--- src/rtl/xbus_arb.sv ---
// Two-master round-robin arbiter for the soft-core data bus (IDLE->ACC->WAIT->ACK).
// Optional burst locking is compiled in with `define BUS_ARB_LOCK_EN.
module xbus_arb #(
    parameter int AW        = 13,
    parameter int DW        = 32,
    parameter int MAX_BURST = 8
) (
    input  logic          clk,
    input  logic          rst,
    input  logic          m0_req,
    input  logic          m0_we,
    input  logic [AW-1:0] m0_addr,
    input  logic [DW-1:0] m0_wdata,
    output logic          m0_ack,
    output logic [DW-1:0] m0_rdata,
    input  logic          m1_req,
    input  logic          m1_we,
    input  logic [AW-1:0] m1_addr,
    input  logic [DW-1:0] m1_wdata,
    output logic          m1_ack,
    output logic [DW-1:0] m1_rdata,
`ifdef BUS_ARB_LOCK_EN
    input  logic          m0_lock,
    input  logic          m1_lock,
`endif
    output logic          bus_sel,
    output logic          bus_we,
    output logic [AW-1:0] bus_addr,
    output logic [DW-1:0] bus_wdata,
    input  logic [DW-1:0] bus_rdata,
    output logic          gnt_id,
    output logic          busy
);

    typedef enum logic [1:0] {
        ST_IDLE = 2'd0,
        ST_ACC  = 2'd1,
        ST_WAIT = 2'd2,
        ST_ACK  = 2'd3
    } state_t;

    state_t        state_r;
    logic          last_gnt_r;
    logic          xfer_we_r;
    logic [1:0]    req_s;
    logic          other_s;
    logic          win_s;
    logic          we_s;
    logic [AW-1:0] addr_s;
    logic [DW-1:0] wdata_s;

`ifdef BUS_ARB_LOCK_EN
    localparam int CW = $clog2(MAX_BURST + 1);
    logic          lock_hold_r;
    logic [CW-1:0] burst_cnt_r;
    logic          regrant_s;
`endif

    // Winner selection for the next IDLE grant and the winner's request fields.
    always_comb begin
        req_s   = {m1_req, m0_req};
        other_s = ~last_gnt_r;
        if (req_s == 2'b11) begin
            win_s = other_s;
        end else if (m1_req) begin
            win_s = 1'b1;
        end else begin
            win_s = 1'b0;
        end
`ifdef BUS_ARB_LOCK_EN
        regrant_s = 1'b0;
        // A locked owner keeps the bus until the burst limit, then yields to a waiting peer.
        if (lock_hold_r && req_s[last_gnt_r]) begin
            if ((burst_cnt_r >= CW'(MAX_BURST)) && req_s[other_s]) begin
                win_s = other_s;
            end else begin
                win_s     = last_gnt_r;
                regrant_s = 1'b1;
            end
        end else begin
            regrant_s = 1'b0;
        end
`endif
        if (win_s) begin
            we_s    = m1_we;
            addr_s  = m1_addr;
            wdata_s = m1_wdata;
        end else begin
            we_s    = m0_we;
            addr_s  = m0_addr;
            wdata_s = m0_wdata;
        end
    end

    // Access sequencer; every output is a register updated here.
    always_ff @(posedge clk or negedge rst) begin
        if (!rst) begin
            state_r    <= ST_IDLE;
            last_gnt_r <= 1'b1;
            gnt_id     <= 1'b1;
            xfer_we_r  <= 1'b0;
            bus_sel    <= 1'b0;
            bus_we     <= 1'b0;
            bus_addr   <= {AW{1'b0}};
            bus_wdata  <= {DW{1'b0}};
            m0_ack     <= 1'b0;
            m1_ack     <= 1'b0;
            m0_rdata   <= {DW{1'b0}};
            m1_rdata   <= {DW{1'b0}};
            busy       <= 1'b0;
`ifdef BUS_ARB_LOCK_EN
            lock_hold_r <= 1'b0;
            burst_cnt_r <= {CW{1'b0}};
`endif
        end else begin
            case (state_r)
                ST_IDLE: begin
                    m0_ack <= 1'b0;
                    m1_ack <= 1'b0;
`ifdef BUS_ARB_LOCK_EN
                    lock_hold_r <= 1'b0;
`endif
                    if (req_s != 2'b00) begin
                        state_r    <= ST_ACC;
                        bus_sel    <= 1'b1;
                        bus_we     <= we_s;
                        xfer_we_r  <= we_s;
                        bus_addr   <= addr_s;
                        bus_wdata  <= wdata_s;
                        gnt_id     <= win_s;
                        last_gnt_r <= win_s;
                        busy       <= 1'b1;
`ifdef BUS_ARB_LOCK_EN
                        if (regrant_s) begin
                            if (burst_cnt_r < CW'(MAX_BURST)) begin
                                burst_cnt_r <= burst_cnt_r + CW'(1);
                            end else begin
                                burst_cnt_r <= burst_cnt_r;
                            end
                        end else begin
                            burst_cnt_r <= {CW{1'b0}};
                        end
`endif
                    end else begin
                        bus_sel <= 1'b0;
                        busy    <= 1'b0;
                    end
                end
                ST_ACC: begin
                    state_r <= ST_WAIT;
                    bus_sel <= 1'b0;
                    bus_we  <= 1'b0;
                end
                ST_WAIT: begin
                    state_r <= ST_ACK;
                    // Read data from the synchronous memory is valid only in this cycle.
                    if (!xfer_we_r) begin
                        if (gnt_id) begin
                            m1_rdata <= bus_rdata;
                        end else begin
                            m0_rdata <= bus_rdata;
                        end
                    end else begin
                        m0_rdata <= m0_rdata;
                    end
                    m0_ack <= ~gnt_id;
                    m1_ack <= gnt_id;
                end
                ST_ACK: begin
                    state_r <= ST_IDLE;
                    m0_ack  <= 1'b0;
                    m1_ack  <= 1'b0;
                    busy    <= 1'b0;
`ifdef BUS_ARB_LOCK_EN
                    lock_hold_r <= gnt_id ? m1_lock : m0_lock;
`endif
                end
                default: begin
                    state_r <= ST_IDLE;
                    bus_sel <= 1'b0;
                    bus_we  <= 1'b0;
                    m0_ack  <= 1'b0;
                    m1_ack  <= 1'b0;
                    busy    <= 1'b0;
                end
            endcase
        end
    end

endmodule
--- config.mk ---
export PLATFORM = sky130hd
export DESIGN_NAME = xbus_arb
export DESIGN_NICKNAME = d
export VERILOG_FILES = /design/src/rtl/xbus_arb.sv
export SDC_FILE = /design/constraint.sdc
export NUM_CORES = 1
export LEC_CHECK = 0
export ABC_CLOCK_PERIOD_IN_PS = 1700
export BUFFER_PORTS_ARGS = -buffer_cell sky130_fd_sc_hd__buf_4
export CAP_MARGIN = 20
export CORE_MARGIN = 3
export CORE_UTILIZATION = 41
export DETAILED_ROUTE_END_ITERATION = 10
export PLACE_DENSITY_LB_ADDON = 0.12
export SLEW_MARGIN = 30
export SYNTH_ARGS = -nofsm -noshare
export SYNTH_HDL_FRONTEND = slang
export SYNTH_SLANG_ARGS = --single-unit
--- constraint.sdc ---
create_clock -name clk -period 1.7 [get_ports clk]
set_input_delay 0.34 -clock clk [delete_from_list [all_inputs] [get_ports clk]]
set_output_delay 0.34 -clock clk [all_outputs]
set_load 0.005 [all_outputs]
==> results of run 1 <==
[sequential cells by signal, summed over array words and instances, names as in the netlist]
| signal | count |
|---|---|
| xfer_we_r | 1 |
| busy | 1 |
| m0_ack | 1 |
| state_r | 2 |
| bus_addr | 13 |
| bus_wdata | 32 |
| m0_rdata | 32 |
| last_gnt_r | 1 |
| m1_ack | 1 |
| bus_sel | 1 |
| bus_we | 1 |
| m1_rdata | 32 |
[where the power goes]
part | total, W | internal, W | switching [W]
Combinational | 0.00612 | 0.00361 | 0.00251
Clock | 0.00340 | 0.00214 | 0.00126
Sequential | 0.00507 | 0.00427 | 0.000801
Total | 0.0146 | 0.0100 | 0.00457
[cell usage after synthesis, drive strengths merged]
master	count	area [sq um]
dfrtp	117	2930
a21oi	93	465
mux2	65	732
nand2	50	188
nor2	47	176
buf	24	146
ha	6	75.1
o21ai	5	25.0
clkbuf	3	11.3
inv	2	7.51
nand2b	2	12.5
nor3b	2	26.3
o31ai	2	15.0
a21bo	1	10.0
a21boi	1	18.8
a31oi	1	6.26
dfstp	1	26.3
mux2i	1	10.0
nand3b	1	7.51
nor3	1	5.00
o21a	1	7.51
[stage by stage]
step / hold WS, ns / std cells / TNS, ns
floorplan: 0.0444 / 426 / 0
global placement: 0.339 / 801 / -3.78
detailed placement: 0.349 / 802 / 0
CTS: 0.156 / 835 / 0
global route: 0.154 / 841 / -0.0284
finish: 0.166 / 841 / 0
[cell usage in the layout (no fill, tap or decap), types with 2 or more instances in the layout]
master / instances
buf_4: 253
bufinv_16: 2
o31ai_1: 2
buf_6: 2
nand2b_1: 2
clkbuf_16: 20
nand2_1: 50
clkinv_2: 5
mux2_1: 2
o21ai_0: 4
dfrtp_1: 117
ha_1: 5
nor2_1: 47
buf_12: 7
clkinvlp_4: 4
clkbuf_1: 2
mux2_2: 63
a21oi_1: 93
inv_2: 2
[worst max path at each step]
stage,startpoint,endpoint,slack (ns),depth (start not counted)
final,state_r[0],m0_rdata[10],0.05,6
after global routing,state_r[0],m0_rdata[0],-0.005,6
after CTS,state_r[0],m0_rdata[7],0.002,5
after detailed placement,state_r[0],m0_rdata[12],0.02,5
after global placement,m0_req,bus_wdata[10],-0.12,4
after floorplan,state_r[0],m0_rdata[10],0.08,5
[repair_timing]
action | CTS | global route
hold buffers | 1 | 0
hold endpoints to repair | 32 | 0
setup endpoints to repair | 0 | 46
gates resized for setup | 0 | 6
setup buffers | 0 | 2
[layout make-up]
| cell class | count | area [sq um] |
|---|---|---|
| repair buffers | 267 | 2170 |
| multi-input cells | 279 | 1810 |
| clock inverters | 13 | 133 |
| well taps | 143 | 179 |
| inverters | 2 | 7.51 |
| flip-flops and latches | 118 | 2950 |
| fillers | 901 | 3880 |
| clock buffers | 19 | 433 |
[layer usage]
metal	track usage [%]	up-vias
li1	-	1974
met1	23.3	2006
met2	34.9	181
met3	8.89	14
met4	7.43	0
met5	0	-
[cell families after synthesis]
| logic type | Yosys count |
|---|---|
| AO/OA/AOI/OAI | 104 |
| buffers and inverters | 29 |
| multiplexers | 66 |
| AND/OR/NAND/NOR | 103 |
| flip-flops | 118 |
| adder cells (fa/ha/maj) | 6 |
[critical path: cells and delay by family (launching register included)]
family	cells	cell delay [ns]
buf+inv	3	0.44
fa+ha+maj	1	0.14
simple gates	1	0.25
mux	1	0.33
flops	1	0.39
==> metrics, run 1 <==
DRT antenna net count 0; WP data required just under 2 ns; initial core utilization 42.4%; CP arrival a little under 2 ns; total number of vias roughly 4.2k; simple-gate portion of the synthesized area 8.48%; Synth Area per Inst 11.5 sq um; crit path kind register to register; final instance area roughly 0.0077 sq mm; Synth cell types 26; global-route wire length before repair 20.9 mm; PortBufs roughly 240; WL/cell 16.7 microns; max layer used met4; I/O pin total ~240; adder-cell area share of the yosys netlist 1.53%; final period utilization 97.2%; area delta synth->final 56.9%; yosys warns 0; Worst Max-Slew Pin Slew approximately 0.69 ns; Slew Viols, Final 0; Fmax between 600 and 700 MHz; vias in the first global route 4141; Post-Route WL ~14 mm; DRC viols 0; xor and xnor area share after synthesis 0%; final hold violation count 0; Slowest cell on crit path dfrtp_1; setup ws final 0.0475 ns; Core ar. roughly 0.012 sq mm; Synth Cell Area slightly below 0.005 sq mm; GRT Total Usage ~21%; Detailed Place HPWL roughly 10 mm; final setup vio count 0; die width approximately 120 microns; grt total ovfl 0; FF-to-FF Start state_r[0]; row count 39; critical path fanouts, max 8; Die H 115 microns; CTS H-tree lvls 4; R2R depth 6; hold endpoint m0_rdata[6]; met2 routed WL between 7 and 8 mm; CTS tree built; Root Buffer Master clkbuf_16; Worst-Skew Late Latency just over 0.4 ns; Max-Cap Viols 0; NumNets Final between 800 and 900; layout cells sized above 1 between 50 and 60%; Vias per Instance roughly 5.0; final worst path period need ~1.7 ns; skew final ~0.011 ns; CTS max path bufs 2; main combinational cell family by area after synthesis multiplexers; hold depth 2; CTS sink count 118; min-delay worst type primary input to register; Leakage between 3 and 4 nW; worst path cell trace inv_2, ha_4, nor3b_4, buf_6, clkbuf_16, mux2_2; post-synthesis compound-gate area fraction approximately 11%; max incr delay on CP ~0.4 ns; largest net degree at the start of global routing 50; met1 wire length ~5.3 mm; routability congestion estimate 0.730; cts bufs inserted 17; total power about 0.015 W; Core Util, Final between 60% and 70%; Post-DP Area around 0.007 sq mm; Yosys reg bits about 120; Clock transition at path regs 0.05 ns; die area roughly 0.013 sq mm; Worst Setup End Kind register; Worst Hold Launch bus_rdata[6]; status finished, final reports clean; Cells after Synth ~430; Detailed Routing Iterations Pass 1 4; worst slack at placement approximately 0.018 ns; initial DRC count ~290; number of diodes 0; relative slew slack a little over half; Max IR drop VDD roughly 700 uV; WL met3 between 1 and 1.5 mm; CP startpoint kind register; initial antenna violation count 0; post-synthesis mux area share 15.1%; Pwr Density 1900 mW/mm^2; setup slack, reg-to-reg 0.05 ns; post-synthesis sequential area ratio roughly three fifths; FF-to-FF End m0_rdata[10]; Synth Net Count 560
No activity file was read; power rests on OpenSTA's default activity.
==> run 2: changes to the inputs <==
Settings changed: BUFFER_PORTS_ARGS -buffer_cell sky130_fd_sc_hd__buf_4 to default, CORE_UTILIZATION 41 to 45, DONT_BUFFER_PORTS from default to 1.
==> metrics, run 2 (synthesized netlist as in run 1, its figures left out) <==
status finished with violations; failing checks hold timing; crit path kind register to register; Fmax about 600 MHz; CTS H-tree lvls 4; met2 Use GR between 30 and 40%; met1 GRT Util between 20% and 30%; worst slack at placement -0.0123 ns; skew final around 0.0058 ns; Slowest cell on crit path dfrtp_1; row count 37; biggest regs bus_wdata: 32 flops, m0_rdata: 32 flops, m1_rdata: 32 flops; DRT antenna net count 0; Root Buffer Master clkbuf_8; Leakage approximately 2.8 nW; most frequent cells in the layout dfrtp_1 (117), a21oi_1 (92), dlygate4sd3_1 (79); Post-Route WL 13.2 mm; total number of vias between 3k and 4k; layout cells sized above 1 around 22%; CP arrival 2.06 ns; CTS tree built; Core ar. ~0.010 sq mm; cts bufs inserted 17; critical path fanouts, max 8; die width ~110 microns; Detailed Place HPWL 8.10 mm; NumNets Final roughly 650; final setup vio count 0; commonest non-fill, non-tap cell in the layout dfrtp_1; min-delay worst type primary input to asynchronous set/reset pin; DRC viols 0; Worst Setup End Kind register; die area 0.0122 sq mm; global-route wire length before repair roughly 19 mm; WP data required around 2.1 ns; Min Hold Slack -0.475 ns; final hold violation count 118; initial antenna violation count 0; worst path cell trace inv_2, ha_2, nor3b_4, buf_6, clkbuf_16, mux2_2; Slew Viols, Final 0; busiest grt layer met2; Worst Max-Slew Pin Slew 0.418 ns; CTS sink count 118; multi-input logic area between 0.0015 and 0.002 sq mm; largest net degree at the start of global routing ~120; Vias per Instance 5.49; WL/cell between 20 and 25 microns; RSZ-0062 raised after global routing true; initial core utilization 46.8%; Max IR drop VDD about 890 uV; grt total ovfl 0; setup ws final between 0.02 and 0.03 ns; final worst path period need ~1.7 ns; vias in the first global route ~3.8k; routability congestion estimate about 0.76; Hold Buf Count CTS 79; max incr delay on CP ~0.40 ns; GRT Total Usage 21.1%; I/O pin total about 240; number of diodes 0; register area 0.00295 sq mm; FILL cells approximately 800; Clock transition at path regs around 0.060 ns; PortBufs 0; CTS max path bufs 2; relative slew slack 72.1%; Pwr Density approximately 1900 mW/mm^2; Detailed Routing Iterations Pass 1 4; met3 Track Usage GR under 10%; final period utilization a little over nine tenths; Max-Cap Viols 0; Die H about 110 microns; initial DRC count roughly 270; area delta synth->final 32.7%; CP startpoint kind register; Worst-Skew Late Latency 0.50 ns
-- run 2: where the power goes --
part / internal (W) / total [W] / switching (W)
clock network: 0.00213 / 0.00334 / 0.00121
logic: 0.00187 / 0.00357 / 0.00170
registers: 0.00428 / 0.00551 / 0.00123
total: 0.00829 / 0.0124 / 0.00413
-- run 2: through the flow --
step	util, %	cells	instance area, sq um	total power, W	setup TNS [ns]
global route	62.1	658	6500	0.0132	-0.739
global placement	48.3	544	5050	0.00859	-0.444
floorplan	-	426	4900	0.00776	0
detailed placement	48.7	546	5100	0.00883	-0.0199
finish	62.1	658	6500	0.0124	0
CTS	62.0	658	6490	0.0125	0
-- run 2: final timing paths --
| check | start | endpoint | slack, ns | depth (start not counted) |
|---|---|---|---|---|
| hold / removal | rst | m1_rdata[7] | -0.47 | 0 |
| min in group clk | m1_addr[11] | bus_addr[11] | 0.03 | 2 |
| setup / recovery | state_r[0] | m0_rdata[11] | 0.03 | 6 |
| max in group asynchronous | rst | last_gnt_r | 1.95 | 0 |
| hold reg to reg | m0_rdata[7] | m0_rdata[7] | 0.52 | 1 |
| setup reg to reg | state_r[0] | m0_rdata[11] | 0.03 | 6 |
-- run 2: critical path, delay by kind of cell (launching register included) --
| family | cells | cell delay (ns) |
|---|---|---|
| buffers and inverters | 3 | 0.39 |
| AND/OR/NAND/NOR | 1 | 0.23 |
| flip-flops | 1 | 0.40 |
| multiplexers | 1 | 0.33 |
| adder cells (fa/ha/maj) | 1 | 0.20 |
-- run 2: layer usage --
metal	share of wire, %	vias to the layer above
li1	-	1622
met1	36	1764
met2	51	202
met3	11	25
met4	2.1	0
met5	0	-
-- run 2: what timing repair did --
item | 4_1_cts | 5_1_grt
buffers inserted | 2 | 0
endpoints found under the hold margin | 229 | 118
gates resized for setup | 4 | 4
gates cloned | 1 | 1
setup endpoints to repair | 12 | 46
-- run 2: final cells by class --
cell class / count / area share, %
clock buffer: 21 / 6.91
clock inverter: 9 / 1.60
inverter: 2 / 0.115
multi-input combinational: 279 / 27.8
sequential: 118 / 45.4
tap: 136 / 2.62
timing repair buffer: 93 / 15.6
